$ cat src/rtl/iq_writer_pkg.sv
// rtl/iq_writer_pkg.sv - shared state type, sizes and quantize(); IQ_SAT_EN selects saturation
package iq_writer_pkg;

    localparam int SAMPLE_WIDTH   = 16;
    localparam int BYTES_PER_PAIR = 4;

    typedef enum logic [2:0] {
        S_I_LO,
        S_I_HI,
        S_Q_LO,
        S_Q_HI,
        S_WRITE
    } state_t;

    // Result is returned 64 bits wide and already limited to data_width signed range,
    // so callers only need to take the low data_width bits.
    function automatic logic signed [63:0] quantize(
        input logic [SAMPLE_WIDTH-1:0] sample,
        input int                      quant_bits,
        input int                      data_width
    );
        logic signed [63:0] v;
`ifdef IQ_SAT_EN
        logic signed [63:0] lim;
`endif
        v = {{(64-SAMPLE_WIDTH){sample[SAMPLE_WIDTH-1]}}, sample};
        v = v <<< quant_bits;
`ifdef IQ_SAT_EN
        lim = 64'sd1 <<< (data_width - 1);
        if (v > lim - 64'sd1) begin
            v = lim - 64'sd1;
        end else if (v < -lim) begin
            v = -lim;
        end
`else
        v = (v <<< (64 - data_width)) >>> (64 - data_width);
`endif
        return v;
    endfunction

endpackage

$ cat src/rtl/iq_quantizer.sv
// rtl/iq_quantizer.sv - combinational shift with wrap, or saturation when IQ_SAT_EN is defined
module iq_quantizer
    import iq_writer_pkg::*;
#(
    parameter int DATA_WIDTH = 16,
    parameter int QUANT_BITS = 0
) (
    input  logic [SAMPLE_WIDTH-1:0] sample,
    output logic [DATA_WIDTH-1:0]   quant
);

    assign quant = DATA_WIDTH'(quantize(sample, QUANT_BITS, DATA_WIDTH));

endmodule

$ cat src/rtl/iq_sample_writer.sv
// rtl/iq_sample_writer.sv - byte FIFO to lockstep I/Q sample FIFO writer; IQ_SAT_EN enables saturation
module iq_sample_writer #(
    parameter int DATA_WIDTH   = 16,
    parameter int SAMPLE_WIDTH = 16,
    parameter int QUANT_BITS   = 0
) (
    input  logic                  clock,
    input  logic                  reset,
    input  logic [7:0]            in_dout,
    input  logic                  in_empty,
    output logic                  in_rd_en,
    input  logic                  I_full,
    input  logic                  Q_full,
    output logic                  I_wr_en,
    output logic                  Q_wr_en,
    output logic [DATA_WIDTH-1:0] I_dout,
    output logic [DATA_WIDTH-1:0] Q_dout,
    output logic [31:0]           sample_count
);

    import iq_writer_pkg::state_t;
    import iq_writer_pkg::S_I_LO;
    import iq_writer_pkg::S_I_HI;
    import iq_writer_pkg::S_Q_LO;
    import iq_writer_pkg::S_Q_HI;
    import iq_writer_pkg::S_WRITE;

    state_t                  state;
    logic [7:0]              i_lo;
    logic [7:0]              i_hi;
    logic [7:0]              q_lo;
    logic [SAMPLE_WIDTH-1:0] i_sample;
    logic [SAMPLE_WIDTH-1:0] q_sample;
    logic [DATA_WIDTH-1:0]   i_quant;
    logic [DATA_WIDTH-1:0]   q_quant;

    // Q_hi is taken straight from the FIFO head so the pair is registered on its pop.
    assign i_sample = {i_hi, i_lo};
    assign q_sample = {in_dout, q_lo};

    // Gating with reset keeps the strobes low while reset is held.
    assign in_rd_en = reset && (state != S_WRITE) && !in_empty;
    assign I_wr_en  = reset && (state == S_WRITE) && !I_full && !Q_full;
    assign Q_wr_en  = I_wr_en;

    iq_quantizer #(
        .DATA_WIDTH (DATA_WIDTH),
        .QUANT_BITS (QUANT_BITS)
    ) u_quant_i (
        .sample (i_sample),
        .quant  (i_quant)
    );

    iq_quantizer #(
        .DATA_WIDTH (DATA_WIDTH),
        .QUANT_BITS (QUANT_BITS)
    ) u_quant_q (
        .sample (q_sample),
        .quant  (q_quant)
    );

    always_ff @(posedge clock or negedge reset) begin
        if (!reset) begin
            state        <= S_I_LO;
            i_lo         <= '0;
            i_hi         <= '0;
            q_lo         <= '0;
            I_dout       <= '0;
            Q_dout       <= '0;
            sample_count <= '0;
        end else begin
            case (state)
                S_I_LO: begin
                    if (in_rd_en) begin
                        i_lo  <= in_dout;
                        state <= S_I_HI;
                    end
                end
                S_I_HI: begin
                    if (in_rd_en) begin
                        i_hi  <= in_dout;
                        state <= S_Q_LO;
                    end
                end
                S_Q_LO: begin
                    if (in_rd_en) begin
                        q_lo  <= in_dout;
                        state <= S_Q_HI;
                    end
                end
                S_Q_HI: begin
                    if (in_rd_en) begin
                        I_dout <= i_quant;
                        Q_dout <= q_quant;
                        state  <= S_WRITE;
                    end
                end
                S_WRITE: begin
                    // Both FIFOs must have room, otherwise the pair waits with data held.
                    if (I_wr_en) begin
                        sample_count <= sample_count + 32'd1;
                        state        <= S_I_LO;
                    end
                end
                default: state <= S_I_LO;
            endcase
        end
    end

endmodule
$ cat config.mk
export PLATFORM = sky130hd
export DESIGN_NAME = iq_sample_writer
export DESIGN_NICKNAME = d
export VERILOG_FILES = /design/src/rtl/iq_writer_pkg.sv /design/src/rtl/iq_quantizer.sv /design/src/rtl/iq_sample_writer.sv
export SDC_FILE = /design/constraint.sdc
export NUM_CORES = 1
export LEC_CHECK = 0
export ABC_AREA = 1
export CAP_MARGIN = 10
export CORE_MARGIN = 5
export CORE_UTILIZATION = 29
export DETAILED_ROUTE_END_ITERATION = 7
export PLACE_DENSITY = 0.53
export RECOVER_POWER = 100
export SYNTH_ARGS = -nofsm -noshare
export SYNTH_HDL_FRONTEND = slang
export SYNTH_SLANG_ARGS = --single-unit
$ cat constraint.sdc
create_clock -name clock -period 1.6 [get_ports clock]
set_input_delay 0.24 -clock clock [delete_from_list [all_inputs] [get_ports clock]]
set_output_delay 0.24 -clock clock [all_outputs]
set_load 0.01 [all_outputs]
==> run summary <==
Starting Density -> 0.2955
H-tree level count -> 3
Layout area overhead -> 36.74%
Net switching power -> 2.230 mW
Sequential cell fraction of total power -> 0.456
Final hold vios -> 0
Status -> completed
CTS tree -> yes
Max Fclk -> 640.4 MHz
CP Cell Sequence -> clkdlybuf4s50_1
Critical path arrival -> 1.32 ns
Largest net degree at the start of global routing -> 65
Placed cells -> 739
Die footprint -> 16570 um^2
Post-Syn Instances -> 473
Crit path launch type -> register
Synth top area share -> 0.5573
R2r setup slk -> 0.05 ns
Reg-to-reg endpoint -> sample_count[5]
Min Hold Slack -> 0.1167 ns
Final Critical Period -> 1.562 ns
Count of cell types in the netlist -> 27
Final Power -> 7.349 mW
Sw frac -> 0.3035
Synth warn -> 0
Die Span Y -> 128.7 um
Peak supply drop -> 0.0005805 V
GP Congestion -> 0.8299
DP Area -> 5202 um^2
Via count -> 3436
Commonest cells after routing, fill and taps aside -> nand2_1 (143), dfrtp_1 (86), clkdlybuf4s50_1 (62), inv_1 (60), o21ai_0 (52)
Commonest non-fill, non-tap cell in the layout -> nand2_1
ANT nets after route -> 0
Fill cells -> 1393
GRT Util Overall -> 0.1364
RSZ-0062 raised after global routing -> yes
HPWL Detailed -> 7583 um
Mean Syn Cell Area -> 8.639 um^2
Worst-path fanout max -> 6
Post-Route Utilization -> 0.4041
Clock Skews -> 0.009323 ns
Detailed-router iteration count before antenna repair -> 4
Part of the power in the clock network -> 0.270
Max incr delay on CP -> 0.56 ns
Reg area -> 2283 um^2
Post-Layout Cell Count -> 773
DRT Wirelength -> 10700 um
Worst r2r src -> state[0]
Crit Path Category -> reg2out
Hold_buf cts -> 0
Mapped Area -> 4086 um^2
Clk slew on worst S/H paths -> 0.06 ns
Iter 0 DRT Violations -> 168
Vias in the first global route -> 3493
Slew margin rel. -> 0.3830
Synth top area cells -> dfrtp_1 (56%), nand2_1 (13%), o21ai_0 (5.8%)
Die width -> 128.7 um
Top delay family on crit path -> buffers and inverters
Hold Crit Class -> in2async
Lkg Pwr -> 2.618 nW
Internal power -> 5.119 mW
Synth Register Bits -> 91
Buf/Inv on CP -> 1
DR vias/cell -> 4.445
Worst Reg-to-Reg Cells -> 8
Clk sink count -> 91
Setup TNS -> 0 ns
Comb pwr share -> 0.274
Total core area -> 13830 um^2
Initial antenna violation count -> 0
Multi-input logic area -> 1510 um^2
IO Port Bufs -> 79
I/O pin count -> 80
Clk_lat worst skew -> 0.34 ns
Row count -> 43
Slew Viols, Final -> 0
Worst Max-Slew Pin Slew -> 0.9255 ns
Maxcap violations -> 0
Proportion of layout cells with a drive suffix above 1 -> 0.1551
Syn nets -> 487
Crit path required time -> 1.36 ns
Fin nets -> 602
Final setup viols -> 0
ANT cells -> 0
Global-route wire length before repair -> 17840 um
Clk root buf -> clkbuf_16
Sequential fraction of the synthesis area -> 0.5573
Worst path depth -> 1
Final worst slack -> 0.03839 ns
Slowest cell on crit path -> clkdlybuf4s50_1
Clock Path Buffers -> 2
GR Overflow Total -> 0
Num CTS Buffers -> 9
Pwr Density -> 1315 nW/um^2
Wire length per cell -> 13.84 um
Post-route cell area -> 5588 um^2
# DRC -> 0
Synth area leader -> dfrtp_1
Final Cycle Share -> 0.9760
Post-place setup slack -> -0.2923 ns
CP Capture Type -> primary output
[power groups by stage]
stage / clock network [mW] / logic [mW] / registers (mW)
after detailed placement: 0 / 2.05 / 3.40
after global routing: 2.14 / 2.28 / 3.45
after floorplan: 0 / 0.775 / 3.51
after global placement: 0 / 2.02 / 3.37
after CTS: 2.04 / 2.09 / 3.37
final: 1.98 / 2.01 / 3.35
[metal layers]
| metal | wire length (um) | up-vias | GRT usage |
|---|---|---|---|
| li1 | - | 1699 | - |
| met1 | 5088 | 1626 | 0.1839 |
| met2 | 4788 | 100 | 0.2119 |
| met3 | 646 | 11 | 0.03445 |
| met4 | 172 | 0 | 0.05188 |
| met5 | 0 | - | 0 |
[flip-flops by register name, indices dropped and copies added (netlist names)]
signal,flops
I_dout,16
sample_count,32
q_lo,8
state,3
Q_dout,16
i_lo,8
i_hi,8
[how the worst max path moves through the flow]
| stage | from | slack [ns] | endpoint |
|---|---|---|---|
| floorplan | sample_count[0] | 0.24 | sample_count[22] |
| global placement | I_full | -0.29 | I_wr_en |
| detailed placement | I_full | -0.29 | Q_wr_en |
| CTS | sample_count[17] | 0.003 | sample_count[17] |
| global route | state[0] | -0.02 | sample_count[29] |
| finish | sample_count[27] | 0.04 | sample_count[27] |
[cells by family after synthesis]
kind of cell | synth area share
AOI/OAI and AO/OA | 0.07226
xor gates and xnor gates | 0.04868
adders and majority gates | 0.003061
buffers and inverters | 0.07961
DFF | 0.5573
and+or+nand+nor | 0.2391
[area by class of cell]
type,count,area share
flip-flops and latches,91,0.4086
multi-input cells,306,0.2703
repair buffers,116,0.1890
clock buffers,12,0.04411
inverters,64,0.04299
well taps,180,0.04030
clock inverters,4,0.004702
[repair_timing]
action / 4_1_cts / 5_1_grt
endpoints found under the setup margin: 20 / 22
gates cloned: 0 / 1
resized for setup: 25 / 14
pin swaps: 0 / 1
buffers inserted: 8 / 9
[Yosys cell counts (all sizes together)]
cell,instances
ha,1
nor3,4
o21ai,58
buf,11
xnor2,16
a21oi,1
dfrtp,91
nor2,45
xor2,5
nand3,15
nand2,149
clkbuf,2
nand4,10
inv,64
and2,1
No activity file was read; power rests on OpenSTA's default activity.
==> edit: new RTL, config.mk and constraints unchanged <==
Make the reset (`reset`) synchronous in one clocked block.
--- a/src/rtl/iq_sample_writer.sv
+++ b/src/rtl/iq_sample_writer.sv
@@ -60,5 +60,5 @@
     );
 
-    always_ff @(posedge clock or negedge reset) begin
+    always_ff @(posedge clock) begin
         if (!reset) begin
             state        <= S_I_LO;
Function: differs if reset is asserted again (counterexample within 10 cycles, from zero or initial values and one cycle with reset low); with reset held inactive, the same outputs for 10 cycles.
==> edit against the unedited design <==
  * Synthesized cell count is 20% higher
  * First-iteration DRC count is 29% higher
  * Register-to-register slack better by 0.08 ns
  * Final cell count is 8.9% higher
  * Area after synthesis is 3.9% lower
  * Routed wire length is 2.0% higher
  * Global-route usage is 0.44 points higher
  * Cell area is 4.0% lower
  * Sequential share of layout area is 6.5 points lower
  * Sequential cell count stayed put
  * Setup slack better by 0.0058 ns
Power is not compared: it rests on default switching activity, and its combinational part moved more than twofold at a synthesized area within 25%.
==> edit: results (changes against the unedited design) <==
GR Util met1 = 17.30% (was 18.39%)
Nets = 675 (was 602)
Met1 Routed Length = 5000 um (was 5088 um)
Worst r2r path cells = 9 (was 8)
Worst hold path type = in2reg (was in2async)
Synth unique cells = 24 (was 27)
Reg2reg end = sample_count[24] (was sample_count[5])
Detailed Place HPWL = 8167 um (was 7583 um)
Placed Cells = 825 (was 739)
Hold slack final = 0.2630 ns (was 0.1167 ns)
Crit path to = sample_count[16] (was sample_count[27])
Largest net degree at the start of global routing = 53 (was 65)
Synth Area in Compound Gates = 10.45% (was 7.226%)
Post-synthesis sequential area ratio = 46.40% (was 55.73%)
Post-Layout Cell Count = 842 (was 773)
WL met3 = 557 um (was 646 um)
Start point of the worst min-delay path = reset
Routed Wire Length = 10910 um (was 10700 um)
DR WL met2 = 5148 um (was 4788 um)
CP startpoint = sample_count[16] (was sample_count[27])
Status = completed (unchanged)
XOR/XNOR Fraction of Synth Area = 0.6692% (was 4.868%)
FFs w/ async S/R, synth = 0% (was 100.0%)
Worst reg2reg startpoint = state[0] (unchanged)
Flop2flop setup slack = 0.13 ns (was 0.05 ns)
Synth top area cells = dfxtp_1, nor2_1, nand2_1 (was dfrtp_1, nand2_1, o21ai_0)
Placed Area = 5030 um^2 (was 5202 um^2)
GP Congestion = 0.7981 (was 0.8299)
Layout cells sized above 1 = 12.91% (was 15.51%)
Worst Tran Pin Value = 0.4842 ns (was 0.9255 ns)
Top flop regs = sample_count: 32 flops, I_dout: 16 flops, Q_dout: 16 flops (unchanged)
Via density = 4.533 (was 4.445)
Final Cell Area = 5364 um^2 (was 5588 um^2)
First-iteration detailed-routing DRC count = 216 (was 168)
Post-synth top cells = nor2_1, nand2_1, dfxtp_1, o21ai_0, inv_1 (was nand2_1, dfrtp_1, inv_1, o21ai_0, nor2_1)
Clock Skews = 0.008546 ns (was 0.009323 ns)
Fill count = 1423 (was 1393)
Critical Path Fanout Max = 4 (was 6)
Syn avg cell area = 6.937 um^2 (was 8.639 um^2)
M3 GR Usage = 3.195% (was 3.445%)
First-pass GRT wire length = 18300 um (was 17840 um)
Global Route met2 Usage = 24.00% (was 21.19%)
Post-synthesis adder-cell area fraction = 0.3187% (was 0.3062%)
Syn nets = 580 (was 487)
Number of global-route vias before repair = 3721 (was 3493)
edit: cell types whose count changed after synthesis, sizes merged, moves of 3 or more:
| cell | before | now |
|---|---|---|
| xnor2 | 16 | 1 |
| buf | 11 | 7 |
| clkbuf | 2 | 10 |
| nand2 | 149 | 99 |
| inv | 64 | 49 |
| dfrtp | 91 | 0 |
| xor2 | 5 | 2 |
| a21oi | 1 | 26 |
| nand3 | 15 | 33 |
| nor2 | 45 | 177 |
| dfxtp | 0 | 91 |
edit: repair_timing:
action / 4_1_cts / 5_1_grt
endpoints found under the hold margin: 0 / 0
gates resized for setup: 18 / 22
endpoints found under the setup margin: 14 / 30
setup buffers: 2 / 0
pin swaps: 3 / 4
hold buffers: 0 / 0
edit: cell type report:
cell class                 count  area share, %
inverter                      49          3.429
clock inverter                 6          1.353
sequential                    91          34.34
tap                          176          4.105
timing repair buffer         101          18.05
multi-input combinational    409          34.45
clock buffer                  10          4.269
